### src/rtl/pic_bus_sequencer.sv
// -----------------------------------------------------------------------------
// pic_bus_sequencer
//
// CPU-bus front end of an 8259A-style interrupt controller. It samples the
// chip-select, write and read strobes synchronously and tracks the
// ICW1 -> ICW2 -> [ICW3] -> [ICW4] initialization sequence. Every accepted
// write is classified as ICWn or OCWn and handed to the control logic as a
// one-cycle command code together with the latched data byte. All outputs
// are registered.
//
// Ports
//   clk        in   system clock; all bus inputs are synchronous to it
//   rst_n      in   asynchronous active-low reset
//   cs_n       in   chip select, active-low
//   wr_n       in   write strobe, active-low; a write commits on its rising edge
//   rd_n       in   read strobe, active-low
//   a0         in   address bit A0
//   d_in[7:0]  in   CPU data bus
//   wr_cur[2:0] out command code (ICW1..OCW3 = 000..110, IDLE_CODE otherwise)
//   wr_valid   out  one-cycle strobe that accompanies a non-idle wr_cur
//   ds[7:0]    out  data byte of the last accepted write
//   rd_flag    out  registered read-active (cs_n=0 and rd_n=0)
//   rd_a0      out  A0 captured when a read becomes active (1 = IMR read)
//   sngl       out  ICW1 D1, latched
//   ic4        out  ICW1 D0, latched
//   init_done  out  high once the init sequence is complete
// -----------------------------------------------------------------------------
module pic_bus_sequencer #(
    // Code presented on wr_cur when no command is active. It lies outside the
    // ICW1..OCW3 range, so the downstream command decode ignores it.
    parameter logic [2:0] IDLE_CODE = 3'b111
) (
    input  logic       clk,
    input  logic       rst_n,
    input  logic       cs_n,
    input  logic       wr_n,
    input  logic       rd_n,
    input  logic       a0,
    input  logic [7:0] d_in,
    output logic [2:0] wr_cur,
    output logic       wr_valid,
    output logic [7:0] ds,
    output logic       rd_flag,
    output logic       rd_a0,
    output logic       sngl,
    output logic       ic4,
    output logic       init_done
);

    // Command codes on the wr_cur encoding.
    localparam logic [2:0] CODE_ICW1 = 3'b000;
    localparam logic [2:0] CODE_ICW2 = 3'b001;
    localparam logic [2:0] CODE_ICW3 = 3'b010;
    localparam logic [2:0] CODE_ICW4 = 3'b011;
    localparam logic [2:0] CODE_OCW1 = 3'b100;
    localparam logic [2:0] CODE_OCW2 = 3'b101;
    localparam logic [2:0] CODE_OCW3 = 3'b110;

    typedef enum logic [2:0] {
        UNINIT    = 3'd0,
        WAIT_ICW2 = 3'd1,
        WAIT_ICW3 = 3'd2,
        WAIT_ICW4 = 3'd3,
        READY     = 3'd4
    } state_e;

    // -------------------------------------------------------------------------
    // State and output registers
    // -------------------------------------------------------------------------
    state_e     state_q,     state_d;
    logic       wr_armed_q,  wr_armed_d;
    logic       hold_a0_q,   hold_a0_d;
    logic [7:0] hold_d_q,    hold_d_d;
    logic [2:0] wr_cur_q,    wr_cur_d;
    logic       wr_valid_q,  wr_valid_d;
    logic [7:0] ds_q,        ds_d;
    logic       rd_flag_q,   rd_flag_d;
    logic       rd_a0_q,     rd_a0_d;
    logic       sngl_q,      sngl_d;
    logic       ic4_q,       ic4_d;
    logic       init_done_q, init_done_d;

    // Intermediate decode results.
    logic       commit;
    logic       accept;
    logic [2:0] cmd_code;

    // -------------------------------------------------------------------------
    // Next-state logic
    // -------------------------------------------------------------------------
    always_comb begin
        // NOTE: every signal written here gets a default first, so no path can
        // leave a value unassigned and infer a latch.
        state_d     = state_q;
        wr_armed_d  = wr_armed_q;
        hold_a0_d   = hold_a0_q;
        hold_d_d    = hold_d_q;
        wr_cur_d    = IDLE_CODE;
        wr_valid_d  = 1'b0;
        ds_d        = ds_q;
        rd_flag_d   = ~cs_n & ~rd_n;
        rd_a0_d     = rd_a0_q;
        sngl_d      = sngl_q;
        ic4_d       = ic4_q;
        init_done_d = init_done_q;
        commit      = 1'b0;
        accept      = 1'b0;
        cmd_code    = IDLE_CODE;

        // Read path: A0 is captured only on the first active cycle, so a
        // change of A0 during a long read does not alter the selected register.
        if (rd_flag_d && !rd_flag_q) begin
            rd_a0_d = a0;
        end

        // Write path. While the strobe is low the bus is re-sampled every
        // cycle, so the last value before the rising edge is the one used.
        if (!cs_n && !wr_n) begin
            hold_a0_d  = a0;
            hold_d_d   = d_in;
            wr_armed_d = 1'b1;
        end else if (wr_armed_q && wr_n) begin
            // Rising edge of wr_n after a captured low phase.
            wr_armed_d = 1'b0;
            commit     = 1'b1;
        end else if (wr_armed_q && cs_n) begin
            // Chip select dropped with the strobe still low: write is lost.
            wr_armed_d = 1'b0;
        end

        // Classification of a committed write (held A0, D4, D3).
        if (commit) begin
            if (!hold_a0_q && hold_d_q[4]) begin
                // ICW1 is accepted in every state and restarts the sequence.
                accept      = 1'b1;
                cmd_code    = CODE_ICW1;
                sngl_d      = hold_d_q[1];
                ic4_d       = hold_d_q[0];
                init_done_d = 1'b0;
                state_d     = WAIT_ICW2;
            end else begin
                unique case (state_q)
                    WAIT_ICW2: begin
                        if (hold_a0_q) begin
                            accept   = 1'b1;
                            cmd_code = CODE_ICW2;
                            // sngl/ic4 come from the ICW1 already latched.
                            if (!sngl_q) begin
                                state_d = WAIT_ICW3;
                            end else if (ic4_q) begin
                                state_d = WAIT_ICW4;
                            end else begin
                                state_d     = READY;
                                init_done_d = 1'b1;
                            end
                        end
                    end
                    WAIT_ICW3: begin
                        if (hold_a0_q) begin
                            accept   = 1'b1;
                            cmd_code = CODE_ICW3;
                            if (ic4_q) begin
                                state_d = WAIT_ICW4;
                            end else begin
                                state_d     = READY;
                                init_done_d = 1'b1;
                            end
                        end
                    end
                    WAIT_ICW4: begin
                        if (hold_a0_q) begin
                            accept      = 1'b1;
                            cmd_code    = CODE_ICW4;
                            state_d     = READY;
                            init_done_d = 1'b1;
                        end
                    end
                    READY: begin
                        accept = 1'b1;
                        if (hold_a0_q) begin
                            cmd_code = CODE_OCW1;
                        end else if (hold_d_q[3]) begin
                            cmd_code = CODE_OCW3;
                        end else begin
                            cmd_code = CODE_OCW2;
                        end
                    end
                    default: begin
                        // UNINIT: anything other than ICW1 is ignored.
                        accept = 1'b0;
                    end
                endcase
            end
        end

        if (accept) begin
            wr_cur_d   = cmd_code;
            wr_valid_d = 1'b1;
            ds_d       = hold_d_q;
        end
    end

    // -------------------------------------------------------------------------
    // Registers
    // -------------------------------------------------------------------------
    always_ff @(posedge clk or negedge rst_n) begin
        if (!rst_n) begin
            state_q     <= UNINIT;
            wr_armed_q  <= 1'b0;
            hold_a0_q   <= 1'b0;
            hold_d_q    <= 8'h00;
            wr_cur_q    <= IDLE_CODE;
            wr_valid_q  <= 1'b0;
            ds_q        <= 8'h00;
            rd_flag_q   <= 1'b0;
            rd_a0_q     <= 1'b0;
            sngl_q      <= 1'b0;
            ic4_q       <= 1'b0;
            init_done_q <= 1'b0;
        end else begin
            // NOTE: non-blocking assignments here so every flop samples the
            // pre-edge value of the others, independent of statement order.
            state_q     <= state_d;
            wr_armed_q  <= wr_armed_d;
            hold_a0_q   <= hold_a0_d;
            hold_d_q    <= hold_d_d;
            wr_cur_q    <= wr_cur_d;
            wr_valid_q  <= wr_valid_d;
            ds_q        <= ds_d;
            rd_flag_q   <= rd_flag_d;
            rd_a0_q     <= rd_a0_d;
            sngl_q      <= sngl_d;
            ic4_q       <= ic4_d;
            init_done_q <= init_done_d;
        end
    end

    assign wr_cur    = wr_cur_q;
    assign wr_valid  = wr_valid_q;
    assign ds        = ds_q;
    assign rd_flag   = rd_flag_q;
    assign rd_a0     = rd_a0_q;
    assign sngl      = sngl_q;
    assign ic4       = ic4_q;
    assign init_done = init_done_q;

endmodule

### config.mk
export PLATFORM = sky130hd
export DESIGN_NAME = pic_bus_sequencer
export DESIGN_NICKNAME = d
export VERILOG_FILES = /design/src/rtl/pic_bus_sequencer.sv
export SDC_FILE = /design/constraint.sdc
export NUM_CORES = 1
export LEC_CHECK = 0
export BUFFER_PORTS_ARGS = -buffer_cell sky130_fd_sc_hd__buf_2
export CAP_MARGIN = 30
export CORE_MARGIN = 1.5
export CORE_UTILIZATION = 55
export CTS_CLUSTER_DIAMETER = 150
export CTS_CLUSTER_SIZE = 24
export DETAILED_ROUTE_END_ITERATION = 8
export GPL_ROUTABILITY_DRIVEN = 0
export HOLD_SLACK_MARGIN = 0.02
export PLACE_DENSITY = 0.84
export SLEW_MARGIN = 10
export SYNTH_ARGS = -nofsm -noshare
export SYNTH_HDL_FRONTEND = slang
export SYNTH_SLANG_ARGS = --single-unit
export TNS_END_PERCENT = 100
### constraint.sdc
create_clock -name clk -period 3.3 [get_ports clk]
set_clock_uncertainty 0.15 [all_clocks]
set_input_delay 0.165 -clock clk [delete_from_list [all_inputs] [get_ports clk]]
set_output_delay 0.165 -clock clk [all_outputs]
set_load 0.02 [all_outputs]
**After elaboration in Yosys (flattened, before gate mapping)**

Index checks and enable logic that the tools add are counted.

- Bits in registers: 30
- Logic and storage cells: 71

- Reduce and logical (&&, ||, !) cells: 15
- Mux-type cells: 33
- Equality and inequality tests: 8
- Bitwise gates (word level): 3

Operator list:

| cell | count |
|---|---|
| $mux W3 | 12 |
| $mux W1 | 15 |
| $ne A3 B3 Y1 const B | 4 |
| $pmux W3 S4 | 1 |
| $pmux W3 S3 | 1 |
| $eq A3 B2 Y1 const B | 2 |
| $reduce_and A6 Y1 | 1 |
| $logic_and A1 B1 Y1 | 5 |
| $reduce_and A5 Y1 | 1 |
| $logic_not A1 Y1 | 4 |
| $mux W2 | 2 |
| $reduce_bool A4 Y1 | 1 |
| $eq A3 B1 Y1 const B | 1 |
| $eq A3 B3 Y1 const B | 1 |
| $pmux W1 S3 | 1 |
| $reduce_bool A3 Y1 | 1 |
| $reduce_or A3 Y1 | 1 |
| $not A1 Y1 | 2 |
| $pmux W1 S2 | 1 |
| $reduce_and A2 Y1 | 1 |
| $and A1 B1 Y1 | 1 |

**Logic depth before layout (Yosys ltp)**

- Depth in word-level cells: 6
- Gate-level depth with buffers: 5
- Depth with buffers taken out: 4

**Least setup slack after synthesis**

OpenSTA, ideal clock, no wires.

- Kind: reg-to-reg
- Start: register hold_a0_q
- End: register ds_q[1], in the netlist ds[1]
- Data required time: 3.025 ns
- Cell stages (with the launch flop): 6
- Data arrival time: 1.293 ns
- Setup slack: 1.732 ns
- Period minus slack after synthesis: 1.568 ns
- Path buffers: 1
- Cell sequence: dfrtp_1 nor2b_1 nand3_2 nand3_4 buf_6 mux2_4

- Cells in the longest elaborated chain, start to end: 4
- Elaborated cells between the ends (all ways): 6
- Those cells by class: mux: 4; reduce/logical: 2

Ends and longest elaborated chain:

| item | RTL line | text |
|---|---|---|
| start: declaration | 72 | `logic hold_a0_q, hold_a0_d;` |
| start signal: assignment | 225 | `hold_a0_q <= hold_a0_d;` |
| $mux W1 or $logic_not A1 Y1 (tied branches) | -- |  |
| $pmux W1 S2 or $logic_and A1 B1 Y1 (tied branches) | 142, 133 |  |
| $mux W1 * | 133 | `if (!hold_a0_q && hold_d_q[4]) begin` |
| $mux W1 * | 132 | `if (commit) begin` |
| via accept | 85 | `logic accept;` |
| end signal: assignment | 229 | `ds_q <= ds_d;` |
| end: declaration | 76 | `logic [7:0] ds_q, ds_d;` |

Mark *: on every way through the listed nets, which the timed path passes. The rest lies on a longest branch.
A chain may end at the register's enable or synchronous reset.

**Final worst setup path**

- Start: register hold_a0_q
- End: register ds_q[0], in the netlist ds[0]

- Cells in the longest elaborated chain, start to end: 4
- Elaborated cells between the ends (all ways): 6
- Those cells by class: mux: 4; reduce/logical: 2

Ends and longest elaborated chain:

| item | RTL line |
|---|---|
| $mux W1 or $logic_not A1 Y1 (tied branches) | -- |
| $pmux W1 S2 or $logic_and A1 B1 Y1 (tied branches) | 142, 133 |
| $mux W1 * | 133 |
| $mux W1 * | 132 |

Mark *: on every way between the ends. The rest lies on a longest branch, timed or not.

==> out/qor.yml <==
start_kind: "flip-flop"
synthSimpleGateAreaFrac_pct: 14.2
worstSetupPathType: "reg2reg"
fp.dieH_um: 50.8
cts.reportedPaths.clkPinSlew_ns: 0.09
max_slew.worst_pin.slew_ns: 0.839
port-buffer-count: 30
drive_gt1_share_pct: 45.9
cp.buffers_inverters: 0
yosys.area_share.adder_pct: 0
synth.distinct_cells: 28
clock_sinks: 30
powerDensity_nw_per_um2: 760
vias_per_cell: 5.44
cp.arrival_ns: 1.79
hold_viol_final: 0
netlist_instances: 88
ys_seq_area_share_pct: 59.9
initialDrtViolationCount: 19
syn_nets: 102
grt_max_degree: 31
overflow: 0
dp_hpwl_um: 1690
r2r_slack_ns: 1.58
synthXorXnorAreaFrac_pct: 0
routed_wl_um: 2670
fmax_ghz: 0.582
drc_errors: 0
wire_per_inst_um: 16.4
fillers: 144
path_max_fanout: 11
yosys-top-cells-area: "dfrtp_1 54%, mux2_2 11%, mux2_4 8.3%"
synth_area_sq_um: 1260
leakagePower_nw: 0.769
finalSetupTns_ns: 0
cts_buffers: 5
worstHoldPathType: "in2reg"
vdd_drop_max_v: 0.000531
slowest_stage: "dfrtp_1"
syn_to_final_growth_pct: 26.5
postSynthAreaPerCell_sq_um: 14.3
seq_area_sq_um: 754
grt_pass1_wl_um: 4410
final_common_cell: "buf_2"
grt_usage_pct: 25.4
grt_pass1_vias: 893
cap_viol_max_count: 0
slew_violations: 0
ys_ff_latch: 30
path_cells: "nor2b_1 -> nand3_2 -> nand3_4 -> mux2_2"
final_cell_mix: "30 x buf_2, 27 x dfrtp_1, 12 x mux2_2, 12 x dlygate4sd3_1, 9 x nand2_1"
htree_levels: 2
ant_nets: 0
path_delay_family: "simple AND/OR/NAND/NOR gates"
required_ns: 3.37
die_width_um: 50.8
synth_top_area_share_pct: 53.7
ys_warn_count: 0
slowest_delay_ns: 0.43
end_kind: "flip-flop"
die-area_sq_um: 2580
clockBufferDepth: 2
nets: 149
cts_tree: "built"
initial_core_util_pct: 57.5
grt_antenna_before_repair: 0
finalCriticalPeriod_ns: 1.72
period_share_pct: 52.1
synth-compound-area-share_pct: 4.87
status: "completed"
root_buffer: "clkbuf_4"
rows: 17
timing.hold.ws_ns: 0.0701
setup_viol: 0
multiInputGateArea_sq_um: 480
synth_top_cell_by_area: "dfrtp_1"
rsz0062_at_grt: "false"
slew_headroom_pct: 43.9
num_vias: 887
antenna_cells: 0
cts_resized: 0
dr.pass1.iters: 5
clock_latency_ns: 0.33
ios: 31
core_sq_um: 2190
synthMuxAreaShare_pct: 19.1
synth_top_family_by_area: "multiplexers"
==> worst paths after layout <==
path | start | to | cells after the start
setup reg to reg | hold_a0_q$_DFFE_PN0P_ | ds[0]$_DFFE_PN0P_ | 4
setup / recovery | hold_a0_q$_DFFE_PN0P_ | ds[0]$_DFFE_PN0P_ | 4
max in group asynchronous | rst_n | state_q[2]$_DFFE_PN0P_ | 2
hold / removal | cs_n | wr_armed_q$_DFFE_PN0P_ | 2
min in group asynchronous | rst_n | ic4$_DFFE_PN0P_ | 2
hold reg to reg | init_done$_DFFE_PN0P_ | init_done$_DFFE_PN0P_ | 2
==> cells in the mapped netlist <==
cell type   n
dfrtp_1    27
mux2_2     12
nand2_1     9
mux2_4      7
o21ai_0     4
dfstp_2     3
o211ai_1    3
inv_1       2
nor2_1      2
a21oi_1     1
a22oi_1     1
a31oi_1     1
and2_1      1
and2b_1     1
and4b_1     1
buf_2       1
buf_6       1
nand3_1     1
nand3_2     1
nand3_4     1
nand3b_1    1
nand4_1     1
nand4b_4    1
nor2_4      1
nor2b_1     1
nor2b_4     1
nor3_1      1
nor3b_1     1
==> per-stage QoR <==
step	power (mW)	worst slack, ns	area [sq um]	cells	util (%)
after floorplan	0.859	1.73	1260	88	-
after global placement	0.971	1.62	1430	144	65.2
after detailed placement	1.00	1.60	1430	144	65.2
after CTS	1.21	1.59	1590	163	72.7
after global routing	1.29	1.46	1590	163	72.7
final	1.21	1.58	1590	163	72.7
==> cell families (layout without fill, tap and decap cells) <==
kind of cell           count (synthesis)  after routing
DFF                                   30             30
and+or+nand+nor                       25             25
muxes                                 19             19
AOI/OAI and AO/OA                     10             10
buffers and inverters                  4             51
==> flip-flops by register name, indices dropped and copies added (netlist names), 3 cells and up <==
| register | count |
|---|---|
| state_q | 3 |
| wr_cur | 3 |
| hold_d_q | 8 |
| ds | 8 |
==> where the power goes <==
part	switching, mW	internal, mW
logic	0.228	0.208
registers	0.101	0.477
clock network	0.116	0.0801
total	0.445	0.765
==> what timing repair did <==
item,CTS,global route
buffers inserted,0,0
endpoints found under the hold margin,38,0
hold buffers,12,0
==> worst register-to-register path, stage by stage (launching register included) <==
cell	delay, ns
dfrtp_1	0.43
nor2b_1	0.24
nand3_2	0.21
nand3_4	0.23
mux2_2	0.36
==> metal layers <==
metal  share of wire, %  vias up  track usage [%]
met5                  0        -                0
met2                 53       33             43.0
li1                   -      405                -
met4                3.9        0             18.5
met1                 39      437             28.3
met3                4.7       12             5.26
==> cell type report <==
type / count / share of cell area, %
Clock buffer: 7 / 2.83
Sequential cell: 30 / 47.4
Timing Repair Buffer: 42 / 17.0
Inverter: 2 / 0.471
Multi-Input combinational cell: 54 / 30.2
Tap cell: 28 / 2.20
Note: power is estimated with default switching activity, not from simulation.
